$ cat src/rtl/cache_arb_pkg.sv
// Shared types for the cache-to-memory arbiter: FSM states, transaction owner and captured op.
package cache_arb_pkg;

    typedef enum logic [1:0] {
        IDLE,
        SERVE_I,
        SERVE_D,
        DONE
    } arb_state_t;

    typedef enum logic {
        ICACHE,
        DCACHE
    } owner_t;

    typedef enum logic {
        OP_READ,
        OP_WRITE
    } arb_op_t;

    localparam int ADDR_W_DEF = 32;
    localparam int LINE_W_DEF = 256;

endpackage

$ cat src/rtl/arb_req_reg.sv
// Capture register for the granted request; holds op/address/wdata stable for a whole transaction.
module arb_req_reg
    import cache_arb_pkg::*;
#(
    parameter int ADDR_W = ADDR_W_DEF,
    parameter int LINE_W = LINE_W_DEF
) (
    input  logic              clk,
    input  logic              rst,
    input  logic              load_i,
    input  arb_op_t           op_i,
    input  logic [ADDR_W-1:0] addr_i,
    input  logic [LINE_W-1:0] wdata_i,
    output arb_op_t           op_o,
    output logic [ADDR_W-1:0] addr_o,
    output logic [LINE_W-1:0] wdata_o
);

    arb_op_t           op_q;
    logic [ADDR_W-1:0] addr_q;
    logic [LINE_W-1:0] wdata_q;

    always_ff @(posedge clk) begin
        if (!rst) begin
            op_q    <= OP_READ;
            addr_q  <= '0;
            wdata_q <= '0;
        end else if (load_i) begin
            op_q    <= op_i;
            addr_q  <= addr_i;
            wdata_q <= wdata_i;
        end
    end

    assign op_o    = op_q;
    assign addr_o  = addr_q;
    assign wdata_o = wdata_q;

endmodule

$ cat src/rtl/cache_arbiter.sv
// Serializes icache reads and dcache reads/writebacks onto one line-wide memory port,
// one transaction at a time, and routes the memory response back to the owning cache.
module cache_arbiter
    import cache_arb_pkg::*;
#(
    parameter int ADDR_W  = ADDR_W_DEF,
    parameter int LINE_W  = LINE_W_DEF,
    parameter bit RR_MODE = 1'b1
) (
    input  logic              clk,
    input  logic              rst,
    input  logic              i_pmem_read,
    input  logic [ADDR_W-1:0] i_pmem_address,
    output logic [LINE_W-1:0] i_pmem_rdata,
    output logic              i_pmem_resp,
    input  logic              d_pmem_read,
    input  logic              d_pmem_write,
    input  logic [ADDR_W-1:0] d_pmem_address,
    input  logic [LINE_W-1:0] d_pmem_wdata,
    output logic [LINE_W-1:0] d_pmem_rdata,
    output logic              d_pmem_resp,
    output logic              pmem_read,
    output logic              pmem_write,
    output logic [ADDR_W-1:0] pmem_address,
    output logic [LINE_W-1:0] pmem_wdata,
    input  logic [LINE_W-1:0] pmem_rdata,
    input  logic              pmem_resp
);

    arb_state_t        state_q, state_d;
    owner_t            last_grant_q, last_grant_d;
    owner_t            grant;
    logic              i_req, d_req, serving;
    logic              load;
    arb_op_t           cap_op_d, op_q;
    logic [ADDR_W-1:0] cap_addr_d, addr_q;
    logic [LINE_W-1:0] cap_wdata_d, wdata_q;

    assign i_req   = i_pmem_read;
    assign d_req   = d_pmem_read | d_pmem_write;
    assign serving = (state_q == SERVE_I) || (state_q == SERVE_D);

    // On a tie, round-robin hands the grant to whoever was not served last.
    always_comb begin
        grant = ICACHE;
        if (d_req && (!i_req || !RR_MODE || (last_grant_q == ICACHE))) begin
            grant = DCACHE;
        end
    end

    always_ff @(posedge clk) begin
        if (!rst) begin
            state_q      <= IDLE;
            last_grant_q <= ICACHE;
        end else begin
            state_q      <= state_d;
            last_grant_q <= last_grant_d;
        end
    end

    always_comb begin
        state_d      = state_q;
        last_grant_d = last_grant_q;
        load         = 1'b0;
        cap_op_d     = OP_READ;
        cap_addr_d   = i_pmem_address;
        cap_wdata_d  = '0;
        i_pmem_resp  = 1'b0;
        d_pmem_resp  = 1'b0;
        case (state_q)
            IDLE: begin
                if (i_req || d_req) begin
                    load = 1'b1;
                    if (grant == DCACHE) begin
                        cap_op_d    = d_pmem_write ? OP_WRITE : OP_READ;
                        cap_addr_d  = d_pmem_address;
                        cap_wdata_d = d_pmem_wdata;
                        state_d     = SERVE_D;
                    end else begin
                        state_d = SERVE_I;
                    end
                end
            end
            SERVE_I: begin
                if (pmem_resp) begin
                    i_pmem_resp  = 1'b1;
                    last_grant_d = ICACHE;
                    state_d      = DONE;
                end
            end
            SERVE_D: begin
                if (pmem_resp) begin
                    d_pmem_resp  = 1'b1;
                    last_grant_d = DCACHE;
                    state_d      = DONE;
                end
            end
            DONE:    state_d = IDLE;
            default: state_d = IDLE;
        endcase
    end

    arb_req_reg #(
        .ADDR_W (ADDR_W),
        .LINE_W (LINE_W)
    ) u_req_reg (
        .clk     (clk),
        .rst     (rst),
        .load_i  (load),
        .op_i    (cap_op_d),
        .addr_i  (cap_addr_d),
        .wdata_i (cap_wdata_d),
        .op_o    (op_q),
        .addr_o  (addr_q),
        .wdata_o (wdata_q)
    );

    // Memory-side signals come only from the capture register, so requester changes cannot leak through.
    assign pmem_read    = serving && (op_q == OP_READ);
    assign pmem_write   = serving && (op_q == OP_WRITE);
    assign pmem_address = addr_q;
    assign pmem_wdata   = wdata_q;
    assign i_pmem_rdata = pmem_rdata;
    assign d_pmem_rdata = pmem_rdata;

endmodule

$ cat config.mk
export PLATFORM = sky130hd
export DESIGN_NAME = cache_arbiter
export DESIGN_NICKNAME = d
export VERILOG_FILES = /design/src/rtl/cache_arb_pkg.sv /design/src/rtl/arb_req_reg.sv /design/src/rtl/cache_arbiter.sv
export SDC_FILE = /design/constraint.sdc
export NUM_CORES = 1
export LEC_CHECK = 0
export CORE_AREA = 5 5 539 541
export DETAILED_ROUTE_END_ITERATION = 8
export DIE_AREA = 0 0 544 546
export GPL_ROUTABILITY_DRIVEN = 0
export PLACE_DENSITY = 0.3
export SLEW_MARGIN = 5
export SYNTH_ARGS = -nofsm -noshare
export SYNTH_HDL_FRONTEND = slang
export SYNTH_SLANG_ARGS = --single-unit
export TNS_END_PERCENT = 50
$ cat constraint.sdc
create_clock -name clk -period 1.9 [get_ports clk]
set_input_delay 0.285 -clock clk [delete_from_list [all_inputs] [get_ports clk]]
set_output_delay 0.285 -clock clk [all_outputs]
set_load 0.01 [all_outputs]
# After elaboration in Yosys (flattened, before gate mapping)
# Cells that the tools add are included.
[classes]
muxes = 23
n_eq_ne = 7
n_reduce_logical = 12
bitwise = 3
[ops]
columns = ["operator", "count"]
rows = [
  ["$mux W256", 3],
  ["$mux W32", 3],
  ["$mux W1", 12],
  ["$mux W2", 3],
  ["$ne A2 B2 Y1 const B", 3],
  ["$pmux W2 S3", 1],
  ["$eq A2 B2 Y1 const B", 2],
  ["$logic_and A1 B1 Y1", 3],
  ["$logic_or A1 B1 Y1", 3],
  ["$reduce_and A3 Y1", 1],
  ["$eq A2 B1 Y1 const B", 1],
  ["$logic_not A2 Y1", 1],
  ["$ne A2 B1 Y1 const B", 1],
  ["$not A1 Y1", 2],
  ["$pmux W1 S2", 1],
  ["$reduce_and A2 Y1", 1],
  ["$reduce_bool A2 Y1", 1],
  ["$reduce_or A2 Y1", 1],
  ["$logic_not A1 Y1", 1],
  ["$or A1 B1 Y1", 1],
]
[totals]
reg_bits = 292
out_inout_bits = 804

# Depth between registers and ports, before layout
# Gate-level depths: netlist of the first run.
[logic_depth]
ltp_word = 7
depth_mapped = 8
depth_no_buf = 5

# Cells and area by module
# Synthesis of the first run repeated with hierarchy kept, for this count alone.
[hier_totals]
cells_unflattened = 1792
hier_area_um2 = 17455.5
[by_module_without_submodules]
columns = ["module", "cells_each", "area_each_um2", "seq_area_each_um2", "n_inst"]
rows = [
  ["arb_req_reg", 931, 10943.0, 5785.5, 1],
  ["cache_arbiter", 861, 6512.5, 60.1, 1],
]

# Worst setup path after synthesis of the first run
# Ideal clock, no wire load.
[synth_timing]
path_type = "reg-to-reg"
startpoint = "reg state_q[0]"
endpoint = "reg u_req_reg.addr_q[10], in the netlist u_req_reg.addr_o[10]"
path_buffers = 2
period_less_slack_ns = 1.734
slack_ns = 0.166
stages_incl_launch_ff = 8
t_arrival_ns = 1.618
cell_sequence = "dfxtp_1 -> inv_1 -> ha_1 -> a21bo_2 -> buf_2 -> buf_1 -> o32a_1 -> o211a_1"
[synth_between]
elab_chain_cells = 2
elab_cells_between_ends = 3
classes_between = "2 x mux; 1 x reduce/logical"
[synth_rtl]
columns = ["element", "line", "source"]
rows = [
  ["from (decl)", "cache_arbiter.sv:30", "arb_state_t state_q, state_d;"],
  ["from (signal assigned)", "cache_arbiter.sv:56", "state_q <= state_d;"],
  ["$logic_not A2 Y1 *", "cache_arbiter.sv:70", "case (state_q)"],
  ["$mux W32 or $mux W1 (tied branches)", "cache_arbiter.sv:70", ""],
  ["to (signal assigned)", "arb_req_reg.sv:30", "addr_q <= addr_i;"],
  ["to (decl)", "arb_req_reg.sv:20", "logic [ADDR_W-1:0] addr_q;"],
]
# Every way passes the cells marked *; elsewhere a longest branch is shown, timed or not.
# A chain may end at the register's enable or synchronous reset.

# Worst setup path after layout of the first run
[layout_timing]
startpoint = "reg state_q[1]"
endpoint = "out pmem_read"
[layout_between]
elab_chain_cells = 3
elab_cells_between_ends = 4
classes_between = "2 x eq/ne; 2 x reduce/logical"
[layout_rtl]
columns = ["element", "line", "source"]
rows = [
  ["$eq A2 B1 Y1 or $eq A2 B2 Y1 (tied branches)", "cache_arbiter.sv:41", "assign serving = (state_q == SERVE_I) || (state_q == SERVE_D);"],
  ["$logic_or A1 B1 Y1 *", "cache_arbiter.sv:41", ""],
  ["$logic_and A1 B1 Y1 *", "cache_arbiter.sv:119", "assign pmem_read = serving && (op_q == OP_READ);"],
  ["to (decl)", "cache_arbiter.sv:22", "output logic pmem_read,"],
]
# Marks and branches as above.

==> flow_summary.ini, run 1 <==
[grt]
grt_pass1_wl_um = 165000
grt_usage_pct = 9.02
grt.overflow.total = 0
grt_pass1_vias = 10200
antenna_found_initial = 89
grt_max_degree = 48

[critical_path]
crit_path_max_incr_delay_ps = 350
path_class = reg2out
crit_slowest_cell = dfxtp_2
critPathMaxFanout = 3
path_cells = inv_2 > ha_4 > nor2b_4 > buf_12
cp_data_required_time_ps = 1620
crit_arrival_ps = 1600
cp-start-kind = flop
cp-end-kind = output port

[sta]
final-setup-viol-count = 0
tightest_slew_ps = 564
finalHoldViolations = 0
finClkSkew_ps = 43.7
period_minus_slack_ps = 1880
fin_ws_ps = 16.4
slew-limit-headroom_pct = 62.5
rsz0062_at_grt = yes
max_freq_ghz = 0.531
period_share_pct = 99.1
maxSlewViolCount = 0

[min_path]
hold_class = in2reg

[drt]
route.detailed.drc = 0
wire_per_inst_um = 27.5
drt-initial-drc-count = 480
via_per_inst = 1.97
routed_wl_um = 142000
vias = 10200
ant_nets = 0
dr.pass1.iters = 7

[pwr]
ir_drop_uv = 578
power_density_nw_per_um2 = 1320
power_leakage_nw = 7.85

[synth]
synthAdderAreaFrac_pct = 0.282
ys_seq_area_share_pct = 44.0
yosys_warnings = 0
synthSimpleGateAreaFrac_pct = 0.678
synth_seq_cells = 292
synth_compound_area_share_pct = 22.3
muxShareOfSynthArea_pct = 0.0847
synth_top_family_by_area = buffers and inverters
synthTopCellsByArea = dfxtp_1 (44%), buf_4 (29%), a22o_1 (17%)
synth_cell_types = 29
netlist_instances = 1230
synthXorXnorAreaFrac_pct = 0
syn-num-nets = 1815
synth_area_um2 = 13300
synth.top_cell.area_share_pct = 44.0
yosysTopAreaCell = dfxtp_1
syn_avg_cell_area_um2 = 10.8

[final_layout]
layout.area.seq_um2 = 5850
mostFrequentLayoutCell = clkdlybuf4s50_1
final_cell_area_um2 = 21600
fin_util_pct = 7.59
final_cell_count_no_fill = 5147
multi_input_area_um2 = 3160
fill_cells = 33100
layout-drive-gt1-share_pct = 13.4
synthToLayoutAreaGrowth_pct = 62.4
nNetsFinal = 1940
layout_common_cells = clkdlybuf4s50_1 (400), dfxtp_1 (285), a22o_1 (256), dlygate4sd2_1 (161), buf_4 (68)

[clock_network]
cts.sinks = 292
root_buffer = clkbuf_16
cts_tree = done
clk_pin_slew_worst_paths_ps = 60
clk_latency_ps = 630
ctsLongestPathBuffers = 3
postCtsHoldBufs = 0
cts_buffers = 40
h-tree-depth = 2

[job]
maxCapViolations = 0

[floorplan]
die_w_um = 544
row_count = 196
dieArea_um2 = 297000
start_util_pct = 4.67
core_um2 = 284000
die_h_um = 546
io_pins = 1386

[run_status]
outcome = finished clean

[placed_design]
hpwlAfterDp_um = 128000
place_inst = 5071
place_ws_ps = -145
placed_cell_area_um2 = 20400
port_buffers = 617
==> layout make-up <==
cell class	count	share of cell area, %
repair buffers	669	30.4
flip-flops and latches	292	27.1
well taps	3762	21.8
multi-input cells	349	14.6
clock buffers	54	5.11
clock inverters	17	0.893
inverters	3	0.0522
diodes	1	0.0116
==> synthesized netlist by cell type (all sizes together) <==
| master | instances |
|---|---|
| buf | 571 |
| dfxtp | 292 |
| a22o | 256 |
| o211a | 32 |
| o32a | 32 |
| clkbuf | 15 |
| and2 | 4 |
| nor2b | 4 |
| ha | 3 |
| inv | 3 |
| a21boi | 2 |
| nand2 | 2 |
| a21bo | 1 |
| a21oi | 1 |
| mux2 | 1 |
| nand3 | 1 |
| nor2 | 1 |
| nor3 | 1 |
| nor3b | 1 |
| o21a | 1 |
| o21ai | 1 |
| o21bai | 1 |
| o221a | 1 |
| o22ai | 1 |
| o2bb2ai | 1 |
| o31a | 1 |
==> flip-flops by register name (all words and copies together), names as in the netlist <==
| name | count |
|---|---|
| u_req_reg.addr_o | 32 |
| last_grant_q | 1 |
| u_req_reg.wdata_o | 256 |
| state_q | 2 |
| u_req_reg.op_o | 1 |
==> metal layers <==
metal	routed length, um	share of wire, %	global-route usage (%)
met1	43100	30	7.89
met2	65800	46	15.3
met3	27100	19	7.57
met4	5590	3.9	2.86
met5	47	0.033	0.179
==> critical path: cells and delay by family, from the launching register on <==
kind | cells | cell delay, ps
flops | 1 | 350
buf+inv | 2 | 180
fa+ha+maj | 1 | 280
simple gates | 1 | 150
==> metrics by stage <==
stage               setup TNS (ps)  power (W)  hold WS [ps]
CTS                           -127     0.0298          15.0
global placement            -24410     0.0224           460
global route                  -166     0.0305          37.8
floorplan                        0     0.0140           410
detailed placement          -23620     0.0224           463
finish                           0     0.0286          76.0
==> timing repair <==
item                                    4_1_cts  5_1_grt
resized for setup                           206       17
setup buffers                                 3        0
endpoints found under the setup margin      192       28
gates cloned                                  0        1
pin swaps                                     1        1
==> power by group <==
| part | total (W) | switching [W] | internal [W] |
|---|---|---|---|
| registers | 0.00922 | 0.00124 | 0.00798 |
| clock network | 0.00767 | 0.00350 | 0.00418 |
| logic | 0.0117 | 0.00679 | 0.00490 |
==> final timing paths <==
| kind | from | to | slack, ps | cells after the start |
|---|---|---|---|---|
| hold reg to reg | u_req_reg.wdata_o[239] | u_req_reg.wdata_o[239] | 470 | 1 |
| setup reg to reg | state_q[1] | u_req_reg.wdata_o[198] | 100 | 7 |
| hold / removal | rst | state_q[0] | 80 | 3 |
| setup / recovery | state_q[1] | pmem_read | 20 | 4 |
==> logic make-up (layout without fill, tap and decap cells) <==
kind of cell,Yosys count,count (layout)
DFF,292,292
and+or+nand+nor,14,14
AOI/OAI and AO/OA,331,331
buffers and inverters,589,743
adders and majority gates,3,3
other,0,1
muxes,1,1
Power figures use the tool's default switching activity.
==> run 2, diff against run 1 <==
- CORE_AREA: 5 5 539 541 -> 2 2 536 538
- DIE_AREA: 0 0 544 546 -> 0 0 538 540
- PLACE_DENSITY: 0.3 -> not set
- PLACE_DENSITY_LB_ADDON: not set -> 0.2
==> run 2 against run 1 <==
  * Die area fell by 2.2%
  * Register-to-register slack got worse by 100 ps
  * Final area rose by 2.3%
  * Largest cell class unchanged
  * The flow now finishes with violations (setup timing)
  * Routed wire length fell by 2.9%
  * Non-clock buffer count rose by 1
  * Worst setup slack got worse by 86 ps
  * Clock power rose by 30%
  * Clock skew rose by 9.7 ps
  * Hold slack got worse by 9.7 ps
==> flow_summary.ini, run 2 (synthesis gave the netlist of run 1 again) <==
[placed_design]
hpwlAfterDp_um = 120000
port_buffers = 617
placed_cell_area_um2 = 20300
place_ws_ps = -286

[grt]
grt_max_degree = 53
grt_pass1_vias = 10300
grt.overflow.total = 0
antenna_found_initial = 77
grt_pass1_wl_um = 158000
grt_usage_pct = 8.89

[critical_path]
rrSetupSlack_ps = 0
crit_arrival_ps = 1680
rr_worst_depth = 8
path_class = reg2out
r2r-end = u_req_reg.wdata_o[75]
cp-start-kind = flop
critPathMaxFanout = 2
cp_data_required_time_ps = 1620
cp-end-kind = output port
reg2reg_from = state_q[0]

[clock_network]
clk_latency_ps = 680
cts.sinks = 292
cts_tree = done
cts_buffers = 48
root_buffer = clkbuf_16
clk_pin_slew_worst_paths_ps = 70
h-tree-depth = 2
ctsLongestPathBuffers = 3

[final_layout]
layout_common_cells = clkdlybuf4s50_1 (364), dfxtp_1 (282), a22o_1 (256), dlygate4sd2_1 (195), buf_4 (57)
synthToLayoutAreaGrowth_pct = 66.1
final_cell_area_um2 = 22100
mostFrequentLayoutCell = clkdlybuf4s50_1
nNetsFinal = 1949
largest_reg_flops = 256
fin_util_pct = 7.76
layout-drive-gt1-share_pct = 14.2
fill_cells = 33100

[drt]
dr.pass1.iters = 5
vias = 10200
wire_per_inst_um = 26.6
drt-initial-drc-count = 527
route.detailed.drc = 0
routed_wl_um = 137000
via_per_inst = 1.98
ant_nets = 0

[pwr]
power.internal_w = 0.0190
power_density_nw_per_um2 = 1390
pwr-share-seq_pct = 29.9
power_w = 0.0307
p_sw_w = 0.0117
switching_share_pct = 38.2
clockPowerShare_pct = 32.6
ir_drop_uv = 651
power_frac_comb_pct = 37.4
power_leakage_nw = 8.23

[sta]
whs_ps = 66.3
finalHoldViolations = 0
period_share_pct = 104
tightest_slew_ps = 596
finClkSkew_ps = 53.4
period_minus_slack_ps = 1970
slew-limit-headroom_pct = 60.4
maxSlewViolCount = 0
rsz0062_at_grt = yes
max_freq_ghz = 0.508
fin_ws_ps = -69.2
final-setup-viol-count = 4

[floorplan]
core_um2 = 284000
die_w_um = 538
die_h_um = 540
dieArea_um2 = 291000
io_pins = 1386
start_util_pct = 4.67
row_count = 196

[min_path]
min_path_cells = 2
min_from = rst
min_to = u_req_reg.op_o
hold_class = in2reg

[job]
maxCapViolations = 0

[run_status]
outcome = complete, but fails checks
violations = setup timing
-- run 2: cell types whose count changed in the layout (fill, tap and decap cells not counted), moves of 5 or more --
| cell | delta |
|---|---|
| clkbuf_16 | +12 |
| clkdlybuf4s50_1 | -36 |
| buf_6 | +5 |
| dlygate4sd2_1 | +34 |
| clkdlybuf4s15_1 | +10 |
| bufinv_16 | +8 |
| clkbuf_8 | +6 |
| buf_12 | -8 |
| buf_4 | -11 |
-- run 2: layout make-up --
| type | count | area [um^2] | share of cell area, % |
|---|---|---|---|
| timing repair buffer | 670 | 6560 | 29.7 |
| sequential | 292 | 5860 | 26.5 |
| tap | 3762 | 4710 | 21.3 |
| multi-input combinational | 349 | 3190 | 14.4 |
| clock buffer | 68 | 1410 | 6.38 |
| clock inverter | 19 | 334 | 1.51 |
| inverter | 3 | 16.3 | 0.0737 |
| antenna | 2 | 5.00 | 0.0227 |
-- run 2: worst max path at each step --
stage	start	end	slack [ps]	cells after the start
finish	state_q[1]	d_pmem_resp	-70	5
global route	state_q[1]	d_pmem_resp	-170	5
CTS	state_q[1]	pmem_read	-170	4
detailed placement	i_pmem_read	u_req_reg.addr_o[21]	-290	5
floorplan	state_q[0]	u_req_reg.addr_o[10]	170	7
global placement	i_pmem_read	u_req_reg.addr_o[28]	-300	5
-- run 2: critical path, stage by stage, from the launching register on --
cell and delay (ps):
dfxtp_2 340, buf_4 130, buf_6 110, ha_4 140
and2_4 140, buf_12 130
-- run 2: what timing repair did --
item,4_1_cts,5_1_grt
cloned,0,6
endpoints found under the hold margin,0,0
setup endpoints to repair,375,193
gates resized for setup,270,24
hold buffers,0,0
setup buffers,3,6
pin swaps,1,43
-- run 2: stage by stage --
step | instances | setup TNS (ps)
floorplan | 1230 | 0
global placement | 5061 | -60820
detailed placement | 5061 | -56200
CTS | 5151 | -577
global route | 5164 | -3820
finish | 5165 | -160
-- run 2: routing by layer --
layer | routed length (um) | up-vias | track usage [%]
met5 | 90 | - | 0.200
met4 | 6190 | 4 | 3.51
met3 | 26200 | 369 | 7.41
met2 | 60700 | 1134 | 14.3
met1 | 44300 | 4567 | 8.15
li1 | - | 4165 | -
-- run 2: power groups by stage --
stage	clock (W)	combinational (W)	sequential (W)
final	0.0100	0.0115	0.00920
after global routing	0.0107	0.0125	0.00948
after CTS	0.0106	0.0117	0.00930
after detailed placement	0	0.0124	0.00945
after global placement	0	0.0125	0.00939
after floorplan	0	0.00416	0.00982
==> run 3, diff against run 2 <==
- ABC_AREA: not set -> 0
==> results of run 3 <==
Final layout, timing and power as in run 2 (identical DEF).
